$ cat src/rtl/fir_pkg.sv
// Shared definitions for the FIR datapath (forward filter and inverse filter).
//   fir_state_e : state encoding of the iterative inverse-filter FSM
//   k_arr_t     : coefficient array type sized for the largest supported order
//   sat_t       : saturation result (value plus overflow flag)
//   fir_w_y()   : output width of an order-n FIR with w_x-bit data, w_k-bit taps
//   sat_signed(): clamp a wide signed accumulator into w_x signed bits
package fir_pkg;

    localparam int MAX_N   = 16;
    localparam int MAX_W_K = 16;

    typedef logic signed [MAX_W_K-1:0] k_arr_t [MAX_N+1];

    typedef enum logic [1:0] {
        ST_IDLE = 2'd0,
        ST_MAC  = 2'd1,
        ST_OUT  = 2'd2
    } fir_state_e;

    typedef struct packed {
        logic signed [31:0] value;
        logic               ovf;
    } sat_t;

    function automatic int fir_w_y(input int w_x, input int w_k, input int n);
        return w_x + w_k + $clog2(n);
    endfunction

    // Clamp acc into the signed w_x-bit range; ovf flags that clamping happened.
    function automatic sat_t sat_signed(input logic signed [63:0] acc, input int w_x);
        sat_t   r;
        longint hi;
        longint lo;
        hi = (longint'(1) <<< (w_x - 1)) - 1;
        lo = -(longint'(1) <<< (w_x - 1));
        if (acc > hi) begin
            r.value = 32'(hi);
            r.ovf   = 1'b1;
        end else if (acc < lo) begin
            r.value = 32'(lo);
            r.ovf   = 1'b1;
        end else begin
            r.value = 32'(acc);
            r.ovf   = 1'b0;
        end
        return r;
    endfunction

endpackage

$ cat src/rtl/fir_inverse_filter_delay_line.sv
// History of reconstructed samples for the inverse filter.
//   clk, rst  : clock, asynchronous active-high clear of every entry
//   shift_en  : push din into entry 0, older entries move one place deeper
//   din       : newest reconstructed sample
//   rd_idx    : entry to read (0 = most recent sample)
//   rd_data   : combinational read of hist[rd_idx]
module fir_delay_line #(
    parameter int N     = 3,
    parameter int W_X   = 4,
    parameter int W_IDX = (N > 1) ? $clog2(N) : 1
) (
    input  logic                    clk,
    input  logic                    rst,
    input  logic                    shift_en,
    input  logic signed [W_X-1:0]   din,
    input  logic        [W_IDX-1:0] rd_idx,
    output logic signed [W_X-1:0]   rd_data
);

    logic signed [W_X-1:0] hist [N];

    always_ff @(posedge clk or posedge rst) begin
        if (rst) begin
            for (int j = 0; j < N; j++) begin
                hist[j] <= '0;
            end
        end else if (shift_en) begin
            hist[0] <= din;
            for (int j = 1; j < N; j++) begin
                hist[j] <= hist[j-1];
            end
        end
    end

    assign rd_data = hist[rd_idx];

endmodule

$ cat src/rtl/fir_inverse_filter.sv
// Iterative streaming deconvolver: x[n] = sat(y[n] - sum_{i=1..N} K[i]*x[n-i]).
// One coefficient is consumed per cycle; K[0] is the implied unity tap.
// Handshakes: a transfer happens on a rising clk edge where valid && ready
// are both high; valid never depends combinationally on ready, and a
// producer keeps its data stable while valid is high and ready is low.
//   clk, rst         : clock, asynchronous active-high reset
//   s_valid/s_ready  : input sample handshake (s_ready only in IDLE, 0 in reset)
//   s_y              : signed FIR output sample
//   m_valid/m_ready  : reconstructed sample handshake
//   m_x, m_ovf       : saturated reconstructed sample and its saturation flag
//   state            : current FSM state, for observation
module fir_inverse_filter
    import fir_pkg::*;
#(
    parameter int N   = 3,
    parameter int W_X = 4,
    parameter int W_K = 4,
    parameter int W_Y = fir_w_y(W_X, W_K, N),
    parameter logic signed [W_K-1:0] K [N+1] = '{4'sd1, 4'sd2, 4'sd3, 4'sd4}
) (
    input  logic                  clk,
    input  logic                  rst,
    input  logic                  s_valid,
    output logic                  s_ready,
    input  logic signed [W_Y-1:0] s_y,
    output logic                  m_valid,
    input  logic                  m_ready,
    output logic signed [W_X-1:0] m_x,
    output logic                  m_ovf,
    output fir_state_e            state
);

    localparam int W_ACC = W_Y + 2;
    localparam int W_P   = W_X + W_K;
    localparam int W_I   = $clog2(N + 1);
    localparam int W_IDX = (N > 1) ? $clog2(N) : 1;

    if (int'(K[0]) != 1) begin : g_bad_k0
        $error("fir_inverse_filter: K[0] must be 1");
    end

    fir_state_e              state_q, state_d;
    logic signed [W_ACC-1:0] acc;
    logic        [W_I-1:0]   i;
    logic signed [W_X-1:0]   hist_rd;
    logic signed [W_P-1:0]   prod;
    logic signed [W_ACC-1:0] acc_next;
    sat_t                    sat_res;
    logic                    accept;
    logic                    xfer;
    logic                    last_tap;
    logic                    unused_sat_bits;

    assign s_ready  = (state_q == ST_IDLE) && !rst;
    assign m_valid  = (state_q == ST_OUT);
    assign accept   = s_valid && s_ready;
    assign xfer     = m_valid && m_ready;
    assign last_tap = (i == W_I'(N));
    assign state    = state_q;

    // Both factors are widened before multiplying so the full product is kept.
    assign prod     = W_P'(K[i]) * W_P'(hist_rd);
    assign acc_next = acc - W_ACC'(prod);
    assign sat_res  = sat_signed(64'(acc_next), W_X);

    // Only the low W_X bits of the clamped value are meaningful.
    assign unused_sat_bits = ^sat_res.value[31:W_X];

    fir_delay_line #(
        .N     (N),
        .W_X   (W_X),
        .W_IDX (W_IDX)
    ) u_hist (
        .clk      (clk),
        .rst      (rst),
        .shift_en (xfer),
        .din      (m_x),
        .rd_idx   (W_IDX'(i - W_I'(1))),
        .rd_data  (hist_rd)
    );

    always_ff @(posedge clk or posedge rst) begin
        if (rst) begin
            state_q <= ST_IDLE;
        end else begin
            state_q <= state_d;
        end
    end

    always_comb begin
        state_d = state_q;
        case (state_q)
            ST_IDLE: if (accept)   state_d = ST_MAC;
            ST_MAC:  if (last_tap) state_d = ST_OUT;
            ST_OUT:  if (xfer)     state_d = ST_IDLE;
            default:               state_d = ST_IDLE;
        endcase
    end

    always_ff @(posedge clk or posedge rst) begin
        if (rst) begin
            acc   <= '0;
            i     <= W_I'(1);
            m_x   <= '0;
            m_ovf <= 1'b0;
        end else begin
            case (state_q)
                ST_IDLE: begin
                    if (accept) begin
                        acc <= W_ACC'(s_y);
                        i   <= W_I'(1);
                    end
                end
                ST_MAC: begin
                    acc <= acc_next;
                    if (last_tap) begin
                        // Result is captured on the same edge as the final tap.
                        m_x   <= sat_res.value[W_X-1:0];
                        m_ovf <= sat_res.ovf;
                    end else begin
                        i <= i + W_I'(1);
                    end
                end
                default: ;
            endcase
        end
    end

endmodule

$ cat config.mk
export PLATFORM = sky130hd
export DESIGN_NAME = fir_inverse_filter
export DESIGN_NICKNAME = d
export VERILOG_FILES = /design/src/rtl/fir_pkg.sv /design/src/rtl/fir_inverse_filter_delay_line.sv /design/src/rtl/fir_inverse_filter.sv
export SDC_FILE = /design/constraint.sdc
export NUM_CORES = 1
export LEC_CHECK = 0
export BUFFER_PORTS_ARGS = -buffer_cell sky130_fd_sc_hd__buf_2
export CAP_MARGIN = 20
export CORE_MARGIN = 4
export CORE_UTILIZATION = 55
export DETAILED_ROUTE_END_ITERATION = 12
export MAX_ROUTING_LAYER = met4
export PLACE_DENSITY = 0.71
export SYNTH_ARGS = -nofsm -noshare
export SYNTH_HDL_FRONTEND = slang
export SYNTH_SLANG_ARGS = --single-unit
$ cat constraint.sdc
create_clock -name clk -period 6.8 [get_ports clk]
set_input_delay 1.36 -clock clk [delete_from_list [all_inputs] [get_ports clk]]
set_output_delay 1.36 -clock clk [all_outputs]
set_load 0.01 [all_outputs]
## After elaboration in Yosys (flattened, before gate mapping)

Index checks and enable logic that the tools add are counted.
W data, S select, Z words.

- Magnitude comparators: 4
- Multipliers: 1
- Reduce and logical (&&, ||, !) cells: 10
- Add/subtract/negate cells: 3
- Bitwise operators: 2
- Multiplexer cells: 16
- Equal/unequal tests: 7

Operators by type and width:

| operator | count |
|---|---|
| $pmux W12 S2 | 1 |
| $bmux W4 S2 | 2 |
| $mux W4 | 4 |
| $gt A12 B4 Y1 const B | 1 |
| $lt A12 B4 Y1 const B | 1 |
| $mux W12 | 1 |
| $sub A12 B8 Y12 | 1 |
| $mux W5 | 2 |
| $mul A4 B4 Y8 | 1 |
| $mux W2 | 4 |
| $ge A3 B3 Y1 const B | 2 |
| $ne A2 B2 Y1 const B | 3 |
| $not A2 Y3 | 2 |
| $pmux W2 S3 | 1 |
| $reduce_and A3 Y1 | 2 |
| $eq A2 B2 Y1 const B | 2 |
| $pmux W2 S2 | 1 |
| $reduce_and A2 Y1 | 2 |
| $logic_and A1 B1 Y1 | 3 |
| $add A2 B1 Y2 const B | 1 |
| $eq A2 B1 Y1 const B | 1 |
| $logic_not A2 Y1 | 1 |
| $ne A2 B1 Y1 const B | 1 |
| $reduce_bool A2 Y1 | 1 |
| 2 further kinds | 2 |

- Bits of input ports: 14
- Flip-flop bits (word level): 33

## Logic depth before layout (Yosys ltp)

Gate-level depths: netlist of the first run.

- Word-level depth: 10
- Gate-level depth with buffers: 24

## Modules after synthesis

A second synthesis of the first run with hierarchy kept.

- Cells, all modules: 294
- Area total of the unflattened synthesis: 2766.4 um2

By module, submodules not included:

| module | instances | cells an instance | seq. area each (um2) | area an instance (um2) |
|---|---|---|---|---|
| fir_inverse_filter | 1 | 258 | 526.8 | 2187.1 |
| fir_delay_line | 1 | 36 | 300.3 | 579.3 |

## Worst setup path after synthesis of the first run

OpenSTA, ideal clock, no wires.

- Path type: reg-to-reg
- Start point: register i[0]
- End point: register m_x[0]
- Period minus slack after synthesis: 5.238 ns
- Data required time: 6.660 ns
- Data arrival time: 5.098 ns
- Path buffers: 2
- Cell stages (with the launch flop): 23
- Setup slack: 1.562 ns
- Cells stage by stage: dfstp_2 > buf_2 > inv_1 > ha_1 > buf_6 > mux2i_1 > o21ai_1 > nor2b_1 > ha_1 > nand2b_1 > fa_1 > inv_1 > fa_1 > inv_1 > ha_1 > a21oi_1 > o21ai_0 > a221o_1 > a31oi_4 > xor2_1 > nand3_1 > o41ai_4 > a311oi_1

- Longest elaborated chain between the ends: 10

Ends and longest elaborated chain:

| item | line | source |
|---|---|---|
| start: declaration | fir_inverse_filter.sv:44 | `logic [W_I-1:0] i;` |
| start signal: assignment | fir_inverse_filter.sv:121 | `i <= i + W_I'(1);` |
| $sub A2 B1 Y2 | fir_inverse_filter.sv:78 | `.rd_idx (W_IDX'(i - W_I'(1))),` |
| $not A2 Y3 (not written as such) | fir_inverse_filter_delay_line.sv:35 | `assign rd_data = hist[rd_idx];` |
| $bmux W4 S2 | fir_inverse_filter_delay_line.sv:35 |  |
| $mux W4 (not written as such) (2 in series) | fir_inverse_filter_delay_line.sv:35 |  |
| $mul A4 B4 Y8 | fir_inverse_filter.sv:62 | `assign prod = W_P'(K[i]) * W_P'(hist_rd);` |
| $sub A12 B8 Y12 | fir_inverse_filter.sv:63 | `assign acc_next = acc - W_ACC'(prod);` |
| $lt A12 B4 Y1 | fir_pkg.sv:39 | `end else if (acc < lo) begin` |
| $mux W5 | fir_pkg.sv:39 |  |
| $mux W5 | fir_pkg.sv:36 | `if (acc > hi) begin` |
| end signal: assignment | fir_inverse_filter.sv:118 | `m_x <= sat_res.value[W_X-1:0];` |
| end: declaration | fir_inverse_filter.sv:28 | `output logic signed [W_X-1:0] m_x,` |

Several ways; a longest one is shown, not always the timed one. The select of a mux whose other input is x is not followed.
A chain may end at the register's enable or synchronous reset.

## Worst setup path after layout of the first run

Ends and elaborated chain as after synthesis.

==> results of run 1 <==
[per-layer routing]
| layer | track usage, % | share of wire (%) | vias to the layer above |
|---|---|---|---|
| met1 | 29.0 | 47 | 980 |
| met4 | 4.98 | 1.2 | 0 |
| met3 | 3.94 | 4.0 | 6 |
| met2 | 31.6 | 47 | 40 |
| met5 | - | 0 | - |
| li1 | - | - | 1007 |
[synth_stat cells, drive strengths merged (7+ instances only)]
| library cell | n |
|---|---|
| inv | 40 |
| dfrtp | 32 |
| ha | 32 |
| nand2 | 25 |
| a21oi | 16 |
| nor2 | 15 |
| mux2 | 14 |
| o21ai | 14 |
| xnor2 | 11 |
| clkbuf | 7 |
| nor2b | 7 |
[sequential cells by signal, summed over array words and instances (netlist names)]
signal	flops
state	2
m_x	4
acc	12
m_ovf	1
u_hist.hist	12
i	2
[kinds of logic after synthesis]
family          share of synthesized area (%)
mux                                      7.42
flops                                    31.0
fa+ha+maj                                19.5
buf+inv                                  7.37
compound gates                           17.1
xor+xnor                                 5.21
simple gates                             12.4
[worst paths after layout]
path                       slack [ps]               start              endpoint  cells past startpoint
max                              1040    i[0]$_DFFE_PP1P_    m_x[0]$_DFFE_PP0P_                     20
min                               500  m_x[3]$_DFFE_PP0P_    m_x[3]$_DFFE_PP0P_                      2
max reg2reg                      1040    i[0]$_DFFE_PP1P_    m_x[0]$_DFFE_PP0P_                     20
min reg2reg                       500  m_x[3]$_DFFE_PP0P_    m_x[3]$_DFFE_PP0P_                      2
max in group asynchronous        5210                 rst      i[0]$_DFFE_PP1P_                      3
min in group asynchronous         950                 rst  state[1]$_DFFE_PP0P_                      2
[worst register-to-register path, cell delays in order, from the launching register on]
cell and delay, ps:
dfstp_2 650, inv_1 130, ha_1 500, mux2i_1 230, o21ai_1 260, nor2b_1 250
ha_1 180, nand2b_1 150, fa_1 510, inv_1 60, fa_1 540, inv_1 40
ha_1 340, a21oi_1 130, o21ai_0 130, a221o_1 390, a31oi_4 210, xor2_1 220
nand3_1 150, o41ai_4 430, a311oi_1 140
[layout make-up]
class,instances,area [sq um]
fillers,389,1800
inverters,40,150
multi-input cells,202,1640
repair buffers,23,118
flip-flops and latches,33,827
clock inverters,3,17.5
clock buffers,5,68.8
well taps,54,67.6
[through the flow]
| step | utilization, % | worst slack (ps) | instances |
|---|---|---|---|
| floorplan | - | 1560 | 285 |
| global placement | 59.7 | 1230 | 352 |
| detailed placement | 59.7 | 1080 | 352 |
| CTS | 61.6 | 1070 | 360 |
| global route | 61.6 | 717 | 360 |
| finish | 61.6 | 1040 | 360 |
==> impl_metrics.ini, run 1 <==
[logic_synthesis]
avgSynthCellArea_sq_um = 9.35
synth_area_leaders = dfrtp_1 30%, ha_1 15%, mux2_2 5.9%, inv_1 5.6%, fa_1 4.5%
synthArstFlopShare_pct = 100
synth_edf_count = 0
synth-seq-cells = 33
synthFlopType = dfrtp_1
synth_top_cell_area_share_pct = 30.1
synth_cells = 285
synth.distinct_cells = 47
yosysSeqAreaShare_pct = 31.0
synthesis.area_sq_um = 2660
yosys.area.top_type = dfrtp_1
synth_fp_nets = 337
yosysWarnings = 0

[place]
dpl_cell_area_sq_um = 2800
dp_hpwl_mm = 4.50
routabilityCongestion = 0.834
io_buffers = 22

[timing]
slew_headroom_pct = 46.3
setup_tns_ps = 0
hold_viol_final = 0
whs_ps = 502
worstMarginPinSlew_ps = 803
slew_viol_final = 0
post-route-min-period_ps = 5760
setup_viol = 0
fin_crit_sh_pct = 84.6
rsz0062_at_grt = no
fmax_mhz = 174
fin_skew_ps = 8.58

[clocking]
cts_resized = 0
clock-sinks = 33
cts_hold_buf = 0
clkLatencyLatePin_ps = 290
clk_pin_slew_ps = 70
cts_tree = done
cts.htree.levels = 2
cts_buffer_depth = 2
cts_buffers = 5
cts_setup_buffers = 0
cts_root_buf = clkbuf_8

[route]
drt-total-wl_mm = 5.69
vias = 2033
via_per_inst = 5.65
drtIter0Drc = 145
post-route-drc-count = 0
antenna_left = 0
detail_route.first_pass.iterations = 4
wl_per_cell_microns = 15.8

[floorplan]
core-area_sq_um = 4690
die_area_sq_um = 6020
ioPinCount = 23
rows = 25
initial_core_util_pct = 56.8
die_y_microns = 77.6
die-width_microns = 77.6

[min_path]
hold_path.class = flip-flop to flip-flop

[cells_and_area]
fin_area_sq_um = 2890
antenna_cells = 0
final_cell_mix = 40 x inv_1, 32 x ha_1, 32 x dfrtp_1, 25 x nand2_1, 22 x buf_2
area_delta_synth_final_pct = 8.45
layout_commonest_cell = inv_1
drive_above_1_share_pct = 17.6
finalNetCount = 357

[worst_setup_path]
critPathMaxStageDelay_ps = 650
worst-path-buf-inv = 3
cp.arrival_ps = 5900
crit_fanout = 10
cpLargestDelayFamily = adder cells
crit_path_cell_trace = inv_1 > ha_1 > mux2i_1 > o21ai_1 > nor2b_1 > ha_1 > nand2b_1 > fa_1 > inv_1 > fa_1 > inv_1 > ha_1 > a21oi_1 > o21ai_0 > a221o_1 > a31oi_4 > xor2_1 > nand3_1 > o41ai_4 > a311oi_1
slowest_stage = dfstp_2
critPathKind = flip-flop to flip-flop
end_kind = flip-flop
critPathLaunchType = flip-flop
required_ps = 6950

[flow_run]
maxCapViolCount = 0

[global_routing]
grt_pass1_wl_mm = 9.57
antenna_found_initial = 0
grt_pass1_vias = 2010
grt_max_degree = 31
track_usage_pct = 20.9
globalRouteOverflowTotal = 0

[status]
status = completed
Power of run 1 is not shown: default switching activity piles up to over one toggle a cycle in this logic, so the estimate is an artifact.
==> inputs of run 2 (changes only) <==
--- a/config.mk
+++ b/config.mk
@@ -8,10 +8,10 @@
 export BUFFER_PORTS_ARGS = -buffer_cell sky130_fd_sc_hd__buf_2
 export CAP_MARGIN = 20
 export CORE_MARGIN = 4
-export CORE_UTILIZATION = 55
+export CORE_UTILIZATION = 54
 export DETAILED_ROUTE_END_ITERATION = 12
 export MAX_ROUTING_LAYER = met4
-export PLACE_DENSITY = 0.71
+export PLACE_DENSITY = 0.73
 export SYNTH_ARGS = -nofsm -noshare
 export SYNTH_HDL_FRONTEND = slang
 export SYNTH_SLANG_ARGS = --single-unit
==> constraint.sdc (replaced) <==
create_clock -name clk -period 4.6 [get_ports clk]
set_input_delay 0.92 -clock clk [delete_from_list [all_inputs] [get_ports clk]]
set_output_delay 0.92 -clock clk [all_outputs]
set_load 0.01 [all_outputs]
==> impl_metrics.ini, run 2 (synthesis results as in run 1) <==
[cells_and_area]
final.fill_count = 383
antenna_cells = 0
layout_commonest_cell = inv_1
final-seq-area_sq_um = 827
final_cell_mix = 38 x inv_1, 32 x dfrtp_1, 29 x ha_1, 25 x nand2_1, 23 x buf_4
reg_top3 = acc: 12 flops, u_hist.hist: 12 flops, m_x: 4 flops
finalNetCount = 379
area_delta_synth_final_pct = 20.9
drive_above_1_share_pct = 29.0
multi_input_area_sq_um = 1760
fin_area_sq_um = 3220

[global_routing]
antenna_found_initial = 0
grt_pass1_vias = 2209
track_usage_pct = 22.8
globalRouteOverflowTotal = 0
grt_max_degree = 21
grt_pass1_wl_mm = 10.5

[timing]
worstMarginPinSlew_ps = 834
setup_ws_ps = -159
hold_viol_final = 0
fmax_mhz = 210
slew_viol_final = 0
fin_crit_sh_pct = 103
fin_skew_ps = 7.82
post-route-min-period_ps = 4760
setup_viol = 4
rsz0062_at_grt = yes
slew_headroom_pct = 44.3
whs_ps = 506

[clocking]
cts_tree = done
clock-sinks = 33
cts_buffer_depth = 2
cts_root_buf = clkbuf_8
clk_pin_slew_ps = 60
clkLatencyLatePin_ps = 290
cts.htree.levels = 2
cts_buffers = 5
cts_hold_buf = 0

[worst_setup_path]
crit_path_end = m_x[0]$_DFFE_PP0P_
end_kind = flip-flop
cp.arrival_ps = 4890
cp-startpoint = i[0]$_DFFE_PP1P_
critPathLaunchType = flip-flop
critPathKind = flip-flop to flip-flop
r2r_slack_ps = -160
required_ps = 4740
crit_fanout = 5
rr_startpoint = i[0]$_DFFE_PP1P_
r2r-end = m_x[0]$_DFFE_PP0P_
r2r_cells = 20

[route]
top_layer_used = met4
wl_met1_mm = 2.94
drtIter0Drc = 187
antenna_left = 0
via_per_inst = 5.59
wl_per_cell_microns = 15.9
wl_met3_microns = 312
wl_met2_mm = 2.91
detail_route.first_pass.iterations = 4
post-route-drc-count = 0
drt-total-wl_mm = 6.29
vias = 2208

[floorplan]
rows = 25
die_y_microns = 78.2
ioPinCount = 23
core-area_sq_um = 4750
die_area_sq_um = 6120
initial_core_util_pct = 56.0
die-width_microns = 78.2

[place]
dp_hpwl_mm = 4.84
io_buffers = 22
dpl_cell_area_sq_um = 2990
routabilityCongestion = 0.885

[status]
violations = setup timing
status = finished with violations

[flow_run]
maxCapViolCount = 0

[min_path]
hold_path.class = flip-flop to flip-flop
-- run 2: changes by cell type in the layout (fill, tap and decap cells not counted), moves of 2 or more --
cell,change
o21ai_0,-2
inv_1,-2
clkinv_2,-2
ha_1,-3
nand3_1,-2
a21oi_2,+3
o21ai_2,+2
ha_4,+2
nand3_2,+2
buf_4,+22
a21oi_1,-3
-- run 2: how the worst min path moves through the flow --
stage                               start                    endpoint  slack (ps)  cells after the start
5_1_grt        u_hist.hist[0]$_DFFE_PP0P_  u_hist.hist[0]$_DFFE_PP0P_         530                      1
3_5_place_dp           m_x[3]$_DFFE_PP0P_          m_x[3]$_DFFE_PP0P_         500                      2
4_1_cts                m_x[3]$_DFFE_PP0P_          m_x[3]$_DFFE_PP0P_         510                      2
3_3_place_gp           m_x[3]$_DFFE_PP0P_          m_x[3]$_DFFE_PP0P_         480                      2
6_report               m_x[3]$_DFFE_PP0P_          m_x[3]$_DFFE_PP0P_         510                      2
2_1_floorplan          acc[3]$_DFFE_PP0P_          acc[3]$_DFFE_PP0P_         460                      2
-- run 2: per-stage QoR --
| step | setup TNS (ps) | worst slack [ps] | util [%] | cells |
|---|---|---|---|---|
| global placement | 0 | 1.79 | 62.9 | 379 |
| CTS | -337 | -103 | 66.9 | 394 |
| finish | -581 | -159 | 67.7 | 395 |
| global route | -1770 | -410 | 67.7 | 395 |
| detailed placement | -316 | -87.3 | 62.9 | 379 |
| floorplan | -626 | -164 | - | 285 |
-- run 2: worst max-delay path: stages, from the launching register on --
cell,delay (ps)
dfstp_2,580
inv_6,40
ha_4,290
mux2i_2,240
o21ai_2,80
nor2b_1,130
ha_2,170
nand2b_4,140
fa_1,480
inv_1,50
fa_1,490
inv_2,50
ha_4,230
a21oi_2,120
o21ai_2,70
a221o_1,350
a31oi_4,220
xor2_2,200
nand3_2,110
o41ai_4,410
a311oi_1,160
-- run 2: cell type report --
| class | instances | share of cell area (%) |
|---|---|---|
| Multi-Input combinational cell | 202 | 54.5 |
| Sequential cell | 33 | 25.7 |
| Timing Repair Buffer | 45 | 8.78 |
| Inverter | 40 | 4.82 |
| Clock buffer | 7 | 2.68 |
| Tap cell | 67 | 2.60 |
| Clock inverter | 1 | 0.932 |
-- run 2: routing by layer --
metal  GRT usage (%)  vias to the layer above
met3            3.44                       13
met5               -                        -
met4            7.17                        0
li1                -                     1058
met1            30.2                     1076
met2            36.3                       61
-- run 2: timing repair --
action	in CTS	in global routing
pin swaps	8	2
setup buffers	7	1
resized for setup	4	8
endpoints found under the setup margin	4	8
Power of run 2 is left out for the same reason.
==> inputs of run 3 (changes only) <==
--- a/config.mk
+++ b/config.mk
@@ -11,7 +11,7 @@
 export CORE_UTILIZATION = 54
 export DETAILED_ROUTE_END_ITERATION = 12
 export MAX_ROUTING_LAYER = met4
-export PLACE_DENSITY = 0.73
+export PLACE_DENSITY_LB_ADDON = 0.12
 export SYNTH_ARGS = -nofsm -noshare
 export SYNTH_HDL_FRONTEND = slang
 export SYNTH_SLANG_ARGS = --single-unit
==> impl_metrics.ini, run 3 (synthesis results as in run 1) <==
[place]
routabilityCongestion = 0.856
dp_slack_ps = -45.2
io_buffers = 22
dp_hpwl_mm = 4.68

[worst_setup_path]
cp.arrival_ps = 4760
crit_path_cell_trace = inv_6 > ha_4 > mux2i_1 > o21ai_2 > nor2b_1 > ha_2 > nand2b_4 > fa_1 > inv_1 > fa_1 > inv_2 > ha_4 > a21oi_2 > o21ai_1 > a221o_1 > a31oi_4 > xor2_2 > and4bb_2 > a31oi_2 > a311oi_1
required_ps = 4750
cp-startpoint = i[0]$_DFFE_PP1P_
critPathMaxStageDelay_ps = 600
crit_fanout = 5
critPathKind = flip-flop to flip-flop
critPathLaunchType = flip-flop
cpLargestDelayFamily = adder cells
end_kind = flip-flop
worst-path-buf-inv = 3
slowest_stage = dfstp_2
rr_startpoint = i[0]$_DFFE_PP1P_

[timing]
slew_viol_final = 0
fin_crit_sh_pct = 100
setup_viol = 3
fmax_mhz = 217
setup_tns_ps = -9.93
slew_headroom_pct = 46.6
rsz0062_at_grt = yes
setup_ws_ps = -6.92
hold_viol_final = 0
fin_skew_ps = 6.76
worstMarginPinSlew_ps = 800
post-route-min-period_ps = 4610

[route]
drt-total-wl_mm = 6.11
detail_route.first_pass.iterations = 4
antenna_left = 0
vias = 2141
via_per_inst = 5.43
top_layer_used = met4
wl_met3_microns = 250
wl_met2_mm = 2.75
drtIter0Drc = 126
wl_met1_mm = 2.99
wl_per_cell_microns = 15.5
post-route-drc-count = 0

[global_routing]
globalRouteOverflowTotal = 0
grt_pass1_wl_mm = 10.3
antenna_found_initial = 0
grt_max_degree = 34
track_usage_pct = 22.4
grt_pass1_vias = 2123

[clocking]
cts_tree = done
cts.htree.levels = 2
clkLatencyLatePin_ps = 290
cts_root_buf = clkbuf_8
clock-sinks = 33
cts_buffer_depth = 2
cts_hold_buf = 0
clk_pin_slew_ps = 70
cts_buffers = 5

[floorplan]
die_y_microns = 78.2
die-width_microns = 78.2
rows = 25
die_area_sq_um = 6120
core-area_sq_um = 4750
initial_core_util_pct = 56.0
ioPinCount = 23

[status]
status = finished with violations
violations = setup timing

[cells_and_area]
finalNetCount = 378
layout_commonest_cell = inv_1
multi_input_area_sq_um = 1740
area_delta_synth_final_pct = 19.0
drive_above_1_share_pct = 28.1
reg_top3 = acc: 12 flops, u_hist.hist: 12 flops, m_x: 4 flops
final_cell_mix = 38 x inv_1, 32 x dfrtp_1, 29 x ha_1, 24 x nand2_1
final.fill_count = 397
antenna_cells = 0
final-seq-area_sq_um = 827

[flow_run]
maxCapViolCount = 0

[min_path]
hold_start = m_x[3]$_DFFE_PP0P_
hold_path.class = flip-flop to flip-flop
## run 3: timing repair
item                                    CTS  global route
pin swaps                                 2             7
gates resized for setup                   2             5
endpoints found under the setup margin    4             7
setup buffers                             4             1
## run 3: path summary, 6_finish.rpt
kind | cells past startpoint | endpoint | slack (ps)
worst max-delay path | 20 | m_x[0]$_DFFE_PP0P_ | -7
worst min-delay path | 2 | m_x[3]$_DFFE_PP0P_ | 500
worst max register to register | 20 | m_x[0]$_DFFE_PP0P_ | -7
worst min register to register | 2 | m_x[3]$_DFFE_PP0P_ | 500
max in group asynchronous | 3 | i[0]$_DFFE_PP1P_ | 3520
min in group asynchronous | 3 | m_x[2]$_DFFE_PP0P_ | 740
## run 3: metal layers
layer / global-route usage, % / up-vias
met5: - / -
met2: 33.5 / 50
li1: - / 1055
met3: 3.78 / 11
met4: 6.99 / 0
met1: 31.4 / 1025
## run 3: tightest hold or removal path: stages (launching register included)
cell     delay (ps)
dfrtp_1         360
nand2_1          50
nand2_1          50
## run 3: metrics by stage
step / instances / area (sq um) / utilization, % / hold slack (ps)
2_1_floorplan: 285 / 2740 / - / 462
3_3_place_gp: 381 / 3000 / 63.2 / 478
3_5_place_dp: 381 / 3000 / 63.2 / 484
4_1_cts: 393 / 3140 / 65.9 / 502
5_1_grt: 394 / 3170 / 66.7 / 518
6_report: 394 / 3170 / 66.7 / 498
## run 3: area by class of cell
cell class | count | share of cell area, %
clock buffer | 5 | 2.17
clock inverter | 3 | 0.552
multi-input combinational | 202 | 55.0
timing repair buffer | 44 | 8.68
sequential | 33 | 26.1
inverter | 40 | 4.89
tap | 67 | 2.64
Power of run 3 is left out for the same reason.
